<file path="config.mk">
export PLATFORM = sky130hd
export DESIGN_NAME = axil_master_lite
export DESIGN_NICKNAME = d
export VERILOG_FILES = /design/src/rtl/axil_master_lite.sv
export SDC_FILE = /design/constraint.sdc
export NUM_CORES = 1
export LEC_CHECK = 0
export ABC_AREA = 1
export CORE_AREA = 2 2 105 107
export CTS_BUF_LIST = sky130_fd_sc_hd__clkbuf_16
export CTS_CLUSTER_SIZE = 28
export DETAILED_ROUTE_END_ITERATION = 12
export DIE_AREA = 0 0 107 109
export PLACE_DENSITY = 0.83
export SETUP_SLACK_MARGIN = 0.3
export SLEW_MARGIN = 20
export SYNTH_ARGS = -nofsm -noshare
export SYNTH_HDL_FRONTEND = slang
export SYNTH_SLANG_ARGS = --single-unit
export TNS_END_PERCENT = 100
</file>
<file path="constraint.sdc">
create_clock -name clk -period 2.4 [get_ports clk]
set_input_delay 0.24 -clock clk [delete_from_list [all_inputs] [get_ports clk]]
set_output_delay 0.24 -clock clk [all_outputs]
set_load 0.02 [all_outputs]
</file>
<file path="src/rtl/axil_master_lite.sv">
// axil_master_lite: single-outstanding AXI4-Lite initiator driven by a simple
// command/response interface. One transaction at a time: write (AW+W, then B)
// or read (AR, then R). All outputs come straight from flops.
// Optional build macro AXIL_MASTER_TIMEOUT_EN adds a per-transaction cycle
// limit (TIMEOUT_CYCLES) that aborts a hung transaction with rsp_resp=2'b11.
module axil_master_lite #(
    parameter int unsigned ADDR_WIDTH     = 8,
    parameter int unsigned TIMEOUT_CYCLES = 1024
) (
    input  logic                  clk,
    input  logic                  rst,
    // Command / response interface
    input  logic                  cmd_valid,
    output logic                  cmd_ready,
    input  logic                  cmd_write,
    input  logic [ADDR_WIDTH-1:0] cmd_addr,
    input  logic [31:0]           cmd_wdata,
    input  logic [3:0]            cmd_wstrb,
    output logic                  rsp_valid,
    output logic [31:0]           rsp_rdata,
    output logic [1:0]            rsp_resp,
    // AXI4-Lite master port
    output logic [ADDR_WIDTH-1:0] m00_axi_awaddr,
    output logic                  m00_axi_awvalid,
    input  logic                  m00_axi_awready,
    output logic [31:0]           m00_axi_wdata,
    output logic [3:0]            m00_axi_wstrb,
    output logic                  m00_axi_wvalid,
    input  logic                  m00_axi_wready,
    input  logic [1:0]            m00_axi_bresp,
    input  logic                  m00_axi_bvalid,
    output logic                  m00_axi_bready,
    output logic [ADDR_WIDTH-1:0] m00_axi_araddr,
    output logic                  m00_axi_arvalid,
    input  logic                  m00_axi_arready,
    input  logic [31:0]           m00_axi_rdata,
    input  logic [1:0]            m00_axi_rresp,
    input  logic                  m00_axi_rvalid,
    output logic                  m00_axi_rready
);

    localparam logic [2:0] StIdle  = 3'd0;
    localparam logic [2:0] StWrite = 3'd1;
    localparam logic [2:0] StWresp = 3'd2;
    localparam logic [2:0] StRead  = 3'd3;
    localparam logic [2:0] StRdata = 3'd4;
    localparam logic [2:0] StDone  = 3'd5;

    logic [2:0]            state_q,     state_d;
    logic [ADDR_WIDTH-1:0] addr_q,      addr_d;
    logic [31:0]           wdata_q,     wdata_d;
    logic [3:0]            wstrb_q,     wstrb_d;
    logic                  awvalid_q,   awvalid_d;
    logic                  wvalid_q,    wvalid_d;
    logic                  bready_q,    bready_d;
    logic                  arvalid_q,   arvalid_d;
    logic                  rready_q,    rready_d;
    logic                  cmd_ready_q, cmd_ready_d;
    logic                  rsp_valid_q, rsp_valid_d;
    logic [31:0]           rsp_rdata_q, rsp_rdata_d;
    logic [1:0]            rsp_resp_q,  rsp_resp_d;

`ifdef AXIL_MASTER_TIMEOUT_EN
    localparam int unsigned CntW = $clog2(TIMEOUT_CYCLES + 1);
    logic [CntW-1:0] cnt_q, cnt_d;
    logic            busy;
`endif

    // Next-state, handshake tracking and response capture
    always_comb begin
        state_d     = state_q;
        addr_d      = addr_q;
        wdata_d     = wdata_q;
        wstrb_d     = wstrb_q;
        awvalid_d   = awvalid_q;
        wvalid_d    = wvalid_q;
        bready_d    = bready_q;
        arvalid_d   = arvalid_q;
        rready_d    = rready_q;
        rsp_rdata_d = rsp_rdata_q;
        rsp_resp_d  = rsp_resp_q;
`ifdef AXIL_MASTER_TIMEOUT_EN
        cnt_d       = cnt_q;
        busy        = 1'b0;
`endif

        case (state_q)
            StIdle: begin
                if (cmd_valid && cmd_ready_q) begin
                    addr_d  = cmd_addr;
                    wdata_d = cmd_wdata;
                    wstrb_d = cmd_wstrb;
`ifdef AXIL_MASTER_TIMEOUT_EN
                    cnt_d   = '0;
`endif
                    if (cmd_write) begin
                        awvalid_d = 1'b1;
                        wvalid_d  = 1'b1;
                        state_d   = StWrite;
                    end else begin
                        arvalid_d = 1'b1;
                        state_d   = StRead;
                    end
                end
            end
            StWrite: begin
                // AW and W retire independently; B is awaited once both are gone.
                if (awvalid_q && m00_axi_awready) awvalid_d = 1'b0;
                if (wvalid_q && m00_axi_wready)   wvalid_d  = 1'b0;
                if (!awvalid_d && !wvalid_d) begin
                    bready_d = 1'b1;
                    state_d  = StWresp;
                end
            end
            StWresp: begin
                if (m00_axi_bvalid && bready_q) begin
                    rsp_resp_d  = m00_axi_bresp;
                    rsp_rdata_d = 32'h0;
                    bready_d    = 1'b0;
                    state_d     = StDone;
                end
            end
            StRead: begin
                if (m00_axi_arready) begin
                    arvalid_d = 1'b0;
                    rready_d  = 1'b1;
                    state_d   = StRdata;
                end
            end
            StRdata: begin
                if (m00_axi_rvalid && rready_q) begin
                    rsp_rdata_d = m00_axi_rdata;
                    rsp_resp_d  = m00_axi_rresp;
                    rready_d    = 1'b0;
                    state_d     = StDone;
                end
            end
            StDone: begin
                state_d = StIdle;
            end
            default: begin
                awvalid_d = 1'b0;
                wvalid_d  = 1'b0;
                bready_d  = 1'b0;
                arvalid_d = 1'b0;
                rready_d  = 1'b0;
                state_d   = StIdle;
            end
        endcase

`ifdef AXIL_MASTER_TIMEOUT_EN
        busy = (state_q == StWrite) || (state_q == StWresp) ||
               (state_q == StRead)  || (state_q == StRdata);
        if (busy) begin
            cnt_d = cnt_q + CntW'(1);
            // Deliberate protocol abort: the slave is considered hung.
            if (cnt_q == CntW'(TIMEOUT_CYCLES - 1)) begin
                awvalid_d   = 1'b0;
                wvalid_d    = 1'b0;
                bready_d    = 1'b0;
                arvalid_d   = 1'b0;
                rready_d    = 1'b0;
                rsp_resp_d  = 2'b11;
                rsp_rdata_d = 32'hDEADBEEF;
                state_d     = StDone;
            end
        end
`endif

        // Registered so that neither depends on any input in the same cycle.
        cmd_ready_d = (state_d == StIdle);
        rsp_valid_d = (state_d == StDone);
    end

    // State and output registers; cmd_ready reads 0 while reset is held
    always_ff @(posedge clk or posedge rst) begin
        if (rst) begin
            state_q     <= StIdle;
            addr_q      <= '0;
            wdata_q     <= '0;
            wstrb_q     <= '0;
            awvalid_q   <= 1'b0;
            wvalid_q    <= 1'b0;
            bready_q    <= 1'b0;
            arvalid_q   <= 1'b0;
            rready_q    <= 1'b0;
            cmd_ready_q <= 1'b0;
            rsp_valid_q <= 1'b0;
            rsp_rdata_q <= '0;
            rsp_resp_q  <= '0;
`ifdef AXIL_MASTER_TIMEOUT_EN
            cnt_q       <= '0;
`endif
        end else begin
            state_q     <= state_d;
            addr_q      <= addr_d;
            wdata_q     <= wdata_d;
            wstrb_q     <= wstrb_d;
            awvalid_q   <= awvalid_d;
            wvalid_q    <= wvalid_d;
            bready_q    <= bready_d;
            arvalid_q   <= arvalid_d;
            rready_q    <= rready_d;
            cmd_ready_q <= cmd_ready_d;
            rsp_valid_q <= rsp_valid_d;
            rsp_rdata_q <= rsp_rdata_d;
            rsp_resp_q  <= rsp_resp_d;
`ifdef AXIL_MASTER_TIMEOUT_EN
            cnt_q       <= cnt_d;
`endif
        end
    end

    assign cmd_ready       = cmd_ready_q;
    assign rsp_valid       = rsp_valid_q;
    assign rsp_rdata       = rsp_rdata_q;
    assign rsp_resp        = rsp_resp_q;
    assign m00_axi_awaddr  = addr_q;
    assign m00_axi_awvalid = awvalid_q;
    assign m00_axi_wdata   = wdata_q;
    assign m00_axi_wstrb   = wstrb_q;
    assign m00_axi_wvalid  = wvalid_q;
    assign m00_axi_bready  = bready_q;
    assign m00_axi_araddr  = addr_q;
    assign m00_axi_arvalid = arvalid_q;
    assign m00_axi_rready  = rready_q;

endmodule
</file>
==> metrics.md <==
| Metric | Value |
|---|---|
| Status | finished clean |
| Cell mode on critical path | nand2_1 |
| Critical path's slowest cell | nor2_4 |
| Post-synth ARST share | 100% |
| DP Wirelength | 7390 um |
| Top-area cell type share of the netlist area | 57.3% |
| Starting DRT DRC Count | 203 |
| HP Class | in2async |
| Worst VDD drop | 0.578 mV |
| Die Footprint | 11700 um2 |
| Number of global-route vias before repair | 3510 |
| Buffer and inverter count on the worst path | 1 |
| Final period util | 76.7% |
| Total wire length | 10000 um |
| Final setup viols | 0 |
| CTS Buf Count | 9 |
| Placed insts | 736 |
| Aggregate global routing overflow | 0 |
| Critical Path AT | 2.09 ns |
| Finished Cell Area | 5960 um2 |
| # IOs | 182 |
| WP data required | 2.65 ns |
| H-tree Lvls | 3 |
| Worst-path clk slew | 0.06 ns |
| Largest net degree at the start of global routing | 48 |
| Layout Cells excl Fill | 752 |
| # diodes | 0 |
| # hold bufs at CTS | 0 |
| Count of input and output buffers | 181 |
| Final Wtd Congestion | 0.843 |
| Slew Viols, Final | 0 |
| Core ar. | 10600 um2 |
| CTS tree | done |
| Kind of cell adding the most delay to the critical path | simple AND/OR/NAND/NOR gates |
| Starting density of the core | 36.2% |
| Clock power share | 16.1% |
| Clk buf depth | 2 |
| Final #Nets | 696 |
| Sequence of cells on the critical path | inv_4 > nand2_1 > nor2_4 > nand2_1 > nand2_1 > nand2_1 > o21ai_2 |
| DR vias | 3446 |
| Post-Syn Area | 3840 um2 |
| Top-count cell post-synth | nand2_1 |
| Global Route met1 Usage | 22.1% |
| Number of fill cells | 906 |
| Crit. End Element | register |
| Max Freq | 543 MHz |
| DRT antenna net count | 0 |
| Max stage delay on crit path | 0.57 ns |
| GRT busiest layer | met2 |
| Main synth FF type | dfrtp_1 |
| Post-CTS sizing | 0 |
| Fin. Hold Viols | 0 |
| Slew Limit Headroom | 51.3% |
| Gr usage total | 17.6% |
| GR Util met2 | 28.2% |
| Warnings from Yosys | 0 |
| PwrDens | 1320 nW/um2 |
| Die X | 107 um |
| GR Util met3 | 6.16% |
| Post-route setup TNS | 0 ns |
| Top post-synthesis cells by count | nand2_1 (170), dfrtp_1 (88), inv_1 (49) |
| Post-synth cell types | 22 |
| Die height | 109 um |
| Hold WS | 0.405 ns |
| Average routed wire per standard cell | 13.4 um |
| Cell taking the most area after synthesis | dfrtp_1 |
| Register area share after synthesis | 57.3% |
| Sequential Power Share | 33.0% |
| Sw Ratio | 41.1% |
| Synth top area cells | dfrtp_1 (57%), nand2_1 (17%), nand3_1 (5.3%) |
| Total power | 7.88 mW |
| Startpoint types | register |
| First-pass GRT wire length | 16400 um |
| RSZ-0062 raised after global routing | no |
| Skew-Pair Late Insertion Delay | 0.33 ns |
| Number of placement rows | 38 |
| Fraction of layout cells with a size suffix above 1 | 7.52% |
| Post-CTS setup buffer count | 0 |
| DRC viols | 0 |
| Combinational power share | 50.9% |
| Number of synthesized flops with an enable pin | 0 |
| Via density per instance | 4.58 |
| Critical path class | reg2reg |
| Switch Pwr | 3.24 mW |
| First drt pass iteration count | 4 |
| Cell-internal power | 4.65 mW |
| Lkg Pwr | 2.79 nW |
| Setup Skew | 0.00874 ns |
| Synthesized Nets | 526 |
| Largest fanout on the critical path | 34 |
| Number of synthesized register bits | 88 |
| MaxCap Viol Count | 0 |
| Placed Area | 5690 um2 |
| Least-Margin Pin Slew | 0.729 ns |
| Clock Sinks | 88 |
| Mapped Cells | 437 |
| CTS root buf | clkbuf_16 |
| Initial antenna violation count | 0 |
| Layout area overhead | 55.2% |
| Shortest period the worst path allows | 1.84 ns |
| Avg Inst Size Synth | 8.79 um2 |
==> area by class of cell <==
cell class,count,area (um2),area share [%]
sequential,88,2200,36.9
clock inverter,7,47.5,0.798
multi-input combinational,270,1260,21.1
inverter,52,201,3.38
timing repair buffer,186,1850,31.0
clock buffer,9,225,3.78
tap,140,175,2.94
==> flip-flops by register name, summed over array words and instances (netlist names) <==
name,flops
cmd_ready,1
rsp_valid,1
m00_axi_rready,1
m00_axi_wdata,32
rsp_resp,2
m00_axi_awvalid,1
m00_axi_wvalid,1
state_q,3
m00_axi_bready,1
rsp_rdata,32
m00_axi_araddr,8
m00_axi_arvalid,1
m00_axi_wstrb,4
==> stage by stage <==
step / util (%) / worst slack, ns
floorplan: - / 1.00
global placement: 53.6 / 0.652
CTS: 56.2 / 0.552
global route: 56.2 / 0.338
detailed placement: 53.6 / 0.565
finish: 56.2 / 0.559
==> placed cells by master (no fill, tap or decap), drive strengths merged <==
master,count
a21oi,2
buf,5
clkbuf,9
clkdlybuf4s50,181
clkinv,6
clkinvlp,2
dfrtp,88
inv,51
nand2,170
nand3,44
nand4,2
nor2,12
o211ai,3
o21ai,37
==> cell families (layout without fill, tap and decap cells) <==
group | after synthesis | after routing | share of synthesized area (%)
and+or+nand+nor | 228 | 228 | 25.3
DFF | 88 | 88 | 57.3
AOI/OAI and AO/OA | 42 | 42 | 7.52
buffers and inverters | 79 | 254 | 9.87
==> per-layer routing <==
metal	part of all wire (%)	vias to the layer above
li1	-	1690
met1	42	1606
met2	48	141
met3	8.8	9
met4	1.3	0
met5	0	-
==> worst reg2reg max path, cell delays in order, from the launching register on <==
cell and delay, ns:
dfrtp_1 0.51, inv_4 0.19, nand2_1 0.12, nor2_4 0.57
nand2_1 0.14, nand2_1 0.10, nand2_1 0.07, o21ai_2 0.07
==> power by group through the flow <==
stage,Sequential (mW),Clock (mW),Combinational [mW]
after CTS,2.60,1.32,4.06
after global routing,2.69,1.38,4.37
final,2.60,1.27,4.01
after floorplan,3.32,0,1.57
after global placement,2.59,0,3.96
after detailed placement,2.61,0,4.05
==> final timing paths <==
kind	slack, ns	startpoint	to	depth (start not counted)
max	0.56	state_q[1]	rsp_resp[1]	7
min	0.40	rst	m00_axi_wdata[18]	3
max reg2reg	0.56	state_q[1]	rsp_resp[1]	7
min reg2reg	0.47	m00_axi_arvalid	m00_axi_arvalid	2
max in group asynchronous	1.54	rst	rsp_rdata[11]	3
min in group clk	0.44	cmd_wdata[28]	m00_axi_wdata[28]	3
No activity file was read; power rests on OpenSTA's default activity.
